<file path="src/rtl/memory_arbiter.sv">
// memory_arbiter: serves instruction-fetch and data requests from the caches on one
// single-ported, variable-latency RAM. Data requests have priority. Each access is bounded by TIMEOUT cycles.
module memory_arbiter #(
    parameter int TIMEOUT = 16
) (
    input  logic        CLK,
    input  logic        RST,
    input  logic        iREN,
    input  logic [31:0] iaddr,
    output logic        iwait,
    output logic [31:0] iload,
    input  logic        dREN,
    input  logic        dWEN,
    input  logic [31:0] daddr,
    input  logic [31:0] dstore,
    output logic        dwait,
    output logic [31:0] dload,
    output logic        ramREN,
    output logic        ramWEN,
    output logic [31:0] ramaddr,
    output logic [31:0] ramstore,
    input  logic [31:0] ramload,
    input  logic [1:0]  ramstate,
    output logic        err
);
    localparam int              CW         = $clog2(TIMEOUT) + 1;
    localparam logic [CW-1:0]   CNT_LAST   = CW'(TIMEOUT - 1);
    localparam logic [CW-1:0]   CNT_MAX    = '1;
    localparam logic [1:0]      RAM_ACCESS = 2'd2;
    localparam logic [1:0]      RAM_ERROR  = 2'd3;
    localparam logic [31:0]     ERR_WORD   = 32'hBAD1_BAD1;

    typedef enum logic [1:0] {IDLE, ISERV, DSERV} state_t;

    state_t        state_q, state_d;
    logic [CW-1:0] cnt_q, cnt_d;
    logic          ram_ack, ram_fail, done;

    // ACCESS outranks the timeout when both land in the same cycle.
    assign ram_ack  = (ramstate == RAM_ACCESS);
    assign ram_fail = (ramstate == RAM_ERROR) || (cnt_q == CNT_LAST);
    assign done     = ram_ack || ram_fail;

    // NOTE: state registers use non-blocking assignments so every flop samples pre-edge values.
    always_ff @(posedge CLK) begin
        if (RST) begin
            state_q <= IDLE;
            cnt_q   <= '0;
        end else begin
            state_q <= state_d;
            cnt_q   <= cnt_d;
        end
    end

    always_comb begin
        cnt_d = cnt_q;
        if (state_q == IDLE) begin
            cnt_d = '0;
        end else if (cnt_q != CNT_MAX) begin
            cnt_d = cnt_q + 1'b1;
        end
    end

    always_comb begin
        // NOTE: every output is defaulted first so no branch can infer a latch.
        state_d  = state_q;
        iwait    = 1'b1;
        iload    = '0;
        dwait    = 1'b1;
        dload    = '0;
        ramREN   = 1'b0;
        ramWEN   = 1'b0;
        ramaddr  = '0;
        ramstore = '0;
        err      = 1'b0;

        unique case (state_q)
            IDLE: begin
                if (dREN || dWEN) begin
                    state_d = DSERV;
                end else if (iREN) begin
                    state_d = ISERV;
                end
            end
            ISERV: begin
                if (!iREN) begin
                    state_d = IDLE;
                end else begin
                    ramREN  = 1'b1;
                    ramaddr = iaddr;
                    if (done) begin
                        iwait   = 1'b0;
                        iload   = ram_ack ? ramload : ERR_WORD;
                        err     = !ram_ack;
                        state_d = IDLE;
                    end
                end
            end
            DSERV: begin
                if (!(dREN || dWEN)) begin
                    state_d = IDLE;
                end else begin
                    ramaddr  = daddr;
                    ramstore = dstore;
                    ramWEN   = dWEN;
                    ramREN   = dREN && !dWEN;
                    if (done) begin
                        dwait   = 1'b0;
                        dload   = !ram_ack ? ERR_WORD : (dWEN ? 32'h0 : ramload);
                        err     = !ram_ack;
                        state_d = IDLE;
                    end
                end
            end
            default: state_d = IDLE;
        endcase
    end
endmodule

</file>
<file path="config.mk">
export PLATFORM = sky130hd
export DESIGN_NAME = memory_arbiter
export DESIGN_NICKNAME = d
export VERILOG_FILES = /design/src/rtl/memory_arbiter.sv
export SDC_FILE = /design/constraint.sdc
export NUM_CORES = 1
export LEC_CHECK = 0
export ABC_AREA = 1
export CORE_AREA = 2 2 104 106
export CTS_CLUSTER_SIZE = 16
export DETAILED_ROUTE_END_ITERATION = 7
export DIE_AREA = 0 0 106 108
export PLACE_DENSITY = 0.61
export SLEW_MARGIN = 20
export SYNTH_ARGS = -nofsm -noshare
export SYNTH_HDL_FRONTEND = slang
export SYNTH_SLANG_ARGS = --single-unit
</file>
<file path="constraint.sdc">
create_clock -name CLK -period 2.1 [get_ports CLK]
set_clock_uncertainty 0.15 [all_clocks]
set_input_delay 0.315 -clock CLK [delete_from_list [all_inputs] [get_ports CLK]]
set_output_delay 0.315 -clock CLK [all_outputs]
set_load 0.01 [all_outputs]
</file>
==> results.tsv <==
stage	metric	value	unit
outcome	status	finished with violations	
outcome	violations	negative setup slack	
clock_tree	cts_buffers	3	
finish	fin_cells	826	
placement	placed_cells	785	
sta	final_hold_viol_count	0	
finish	areaGrowthSynthToFinish	207.8	%
sta	fin_ws	-0.1355	ns
critical_path	crit_cells	12	
sta	report.final.slew_viol_count	0	
critical_path	endpoint_kind	primary output	
critical_path	crit_chain	ha_4 > inv_2 > nor2_4 > ha_4 > inv_4 > nand2_8 > nand2_8 > buf_6 > buf_16 > buf_6 > nor2_4 > buf_6	
placement	gp_congestion	0.8555	
placement	port_buffers	267	
critical_path	crit_path_start	cnt_q[1]$_SDFFE_PP0P_	
clock_tree	clock-sinks	7	
sta	rsz0062_at_grt	true	
critical_path	r2r_setup_slack	0.29	ns
clock_tree	cts_tree	done	
clock_tree	clockBufferDepth	2	
sta	finalSetupViolations	31	
die	die_y	108	µm
sta	fmax	447.3	MHz
sta	holdWs	0.3847	ns
yosys	synthTopCellsByArea	nand2_1 20%, nor2_1 16%, a21oi_1 16%	
die	io_pins	268	
critical_path	r2r_end	state_q[1]$_SDFFE_PP0P_	
pwr	p_per_area	271.5	nW/µm²
worst_hold_path	hold_path.startpoint	state_q[1]$_SDFFE_PP0P_	
sta	tightest_slew	0.2954	ns
critical_path	cp.arrival	1.77	ns
yosys	yosysWarnings	0	
critical_path	path_buf_inv	6	
worst_hold_path	hold_path.class	reg -> reg	
sta	finalCriticalPeriod	2.236	ns
critical_path	startpoint_type	flip-flop	
global_route	grt_pass1_vias	3539	
placement	hpwl	9023	µm
sta	fin_tns_setup	-1.806	ns
global_route	grt.total_usage	20.46	%
yosys	ys_seq_area_share	7.789	%
drt	ant_nets	0	
critical_path	reg2reg_depth	14	
drt	dr.pass1.iters	4	
critical_path	required	1.63	ns
yosys	synth_most_common_cell	nand2_1	
yosys	synth-edff-count	0	
critical_path	crit_path_top_delay_cell	dfxtp_2	
job	maxCapViolCount	0	
clock_tree	insertion_delay	0.22	ns
sta	period_share	106.5	%
worst_hold_path	whs_path_depth	2	
finish	post-route-util	54.13	%
yosys	synthesis.area	1799	µm²
drt	drc	0	
pwr	p_leak	0.002712	µW
global_route	overflow	0	
drt	wl_per_cell	15.99	µm
yosys	yosys_most_used_dff	dfxtp_1	
pwr	ir_worst_vdd	345.7	µV
drt	initialDrtViolationCount	129	
yosys	synth-seq-cells	7	
critical_path	crit_top_cell	buf_6	
clock_tree	htreeDepth	1	
die	die_w	106	µm
global_route	antenna_found_initial	0	
global_route	grt_pass1_wl	18720	µm
finish	nNetsFinal	833	
finish	drive_gt1_share	47.39	%
yosys	async_flop_share	0	%
critical_path	crit-reg2reg-launch	cnt_q[1]$_SDFFE_PP0P_	
yosys	post_synth.cell_area_avg	4.772	µm²
critical_path	cp_max_fo	5	
die	coreArea	10230	µm²
finish	antenna_cells	0	
die	die_area	11450	µm²
drt	wl	13210	µm
global_route	grt_max_degree	31	
yosys	synth_fp_nets	519	
drt	via_per_inst	4.413	
yosys	netlist_instances	377	
sta	relSlewSlack	80.31	%
critical_path	crit_end	iload[22]	
critical_path	slowest_delay	0.34	ns
yosys	yosysTopAreaCell	nand2_1	
yosys	synth_top_area_share	20.24	%
placement	place_area	4767	µm²
clock_tree	root_buffer	clkbuf_8	
critical_path	crit_family	buffers and inverters	
critical_path	critPathKind	reg -> out	
finish	design_area	5538	µm²
die	num_rows	37	
drt	dr_total_vias	3645	
clock_tree	path_clk_slew	0.04	ns
yosys	synth_common_cells	97 x nand2_1, 79 x nor2_1, 58 x a21oi_1, 58 x inv_1, 29 x nor3_1	
yosys	ys_types	20	
die	start_util	17.59	%
registers in the layout, indices dropped and copies added, names as in the netlist:
name     flops
state_q      2
cnt_q        5
worst min path at each step:
stage	slack, ns	endpoint
finish	0.38	state_q[1]$_SDFFE_PP0P_
global route	0.42	state_q[1]$_SDFFE_PP0P_
CTS	0.37	state_q[1]$_SDFFE_PP0P_
detailed placement	0.36	state_q[1]$_SDFFE_PP0P_
global placement	0.35	state_q[1]$_SDFFE_PP0P_
floorplan	0.23	state_q[0]$_SDFFE_PP0P_
metrics by stage:
| stage | setup slack, ns | power (µW) |
|---|---|---|
| 2_1_floorplan | 0.09041 | 480.5 |
| 3_3_place_gp | -0.4951 | 1060 |
| 3_5_place_dp | -0.5116 | 1065 |
| 4_1_cts | -0.1389 | 1345 |
| 5_1_grt | -0.2019 | 1602 |
| 6_report | -0.1355 | 1504 |
worst min-delay path, cell delays in order (launching register included):
cell and delay (ns):
dfxtp_4 0.36, nand2_1 0.07, a21oi_1 0.06
report_power, final:
part / total, µW / internal [µW] / switching, µW
Clock: 184 / 131 / 53.1
Combinational: 1170 / 596 / 575
Sequential: 149 / 141 / 8.17
layout make-up:
cell class,instances,area [µm²]
timing repair buffer,328,2947
clock buffer,4,45.04
multi-input combinational,287,1953
inverter,63,259.0
sequential,7,147.6
timing repair inverter,1,16.27
fill,1008,4693
tap,136,170.2
cells in the final DEF (no fill, tap or decap), drive strengths merged, types with 7 or more instances in the layout:
| cell | instances |
|---|---|
| nand2 | 104 |
| buf | 136 |
| ha | 7 |
| a21oi | 58 |
| dfxtp | 7 |
| nor2 | 80 |
| clkdlybuf4s50 | 131 |
| clkbuf | 59 |
| inv | 64 |
| nor3 | 29 |
layer usage:
layer  part of all wire (%)  track usage (%)  vias to the layer above
met4                    2.7            4.323                        0
met1                     40            23.46                     1688
met5                      0                0                        -
met3                    5.7            3.737                       28
met2                     51            39.45                      140
li1                       -                -                     1789
cell families after synthesis:
group | Yosys count | share of synthesized area [%]
AOI/OAI and AO/OA | 61 | 16.97
adders and majority gates | 7 | 4.868
xor gates and xnor gates | 1 | 0.4869
and+or+nand+nor | 215 | 48.54
DFF | 7 | 7.788
buffers and inverters | 86 | 21.35
repair_timing:
action / in CTS / in global routing
resized for setup: 425 / 287
setup endpoints to repair: 133 / 129
buffers inserted: 16 / 8
pin swaps: 16 / 35
cloned: 9 / 4
endpoints found under the hold margin: 0 / 0
hold buffers: 0 / 0
(Power assumes the default switching activity.)
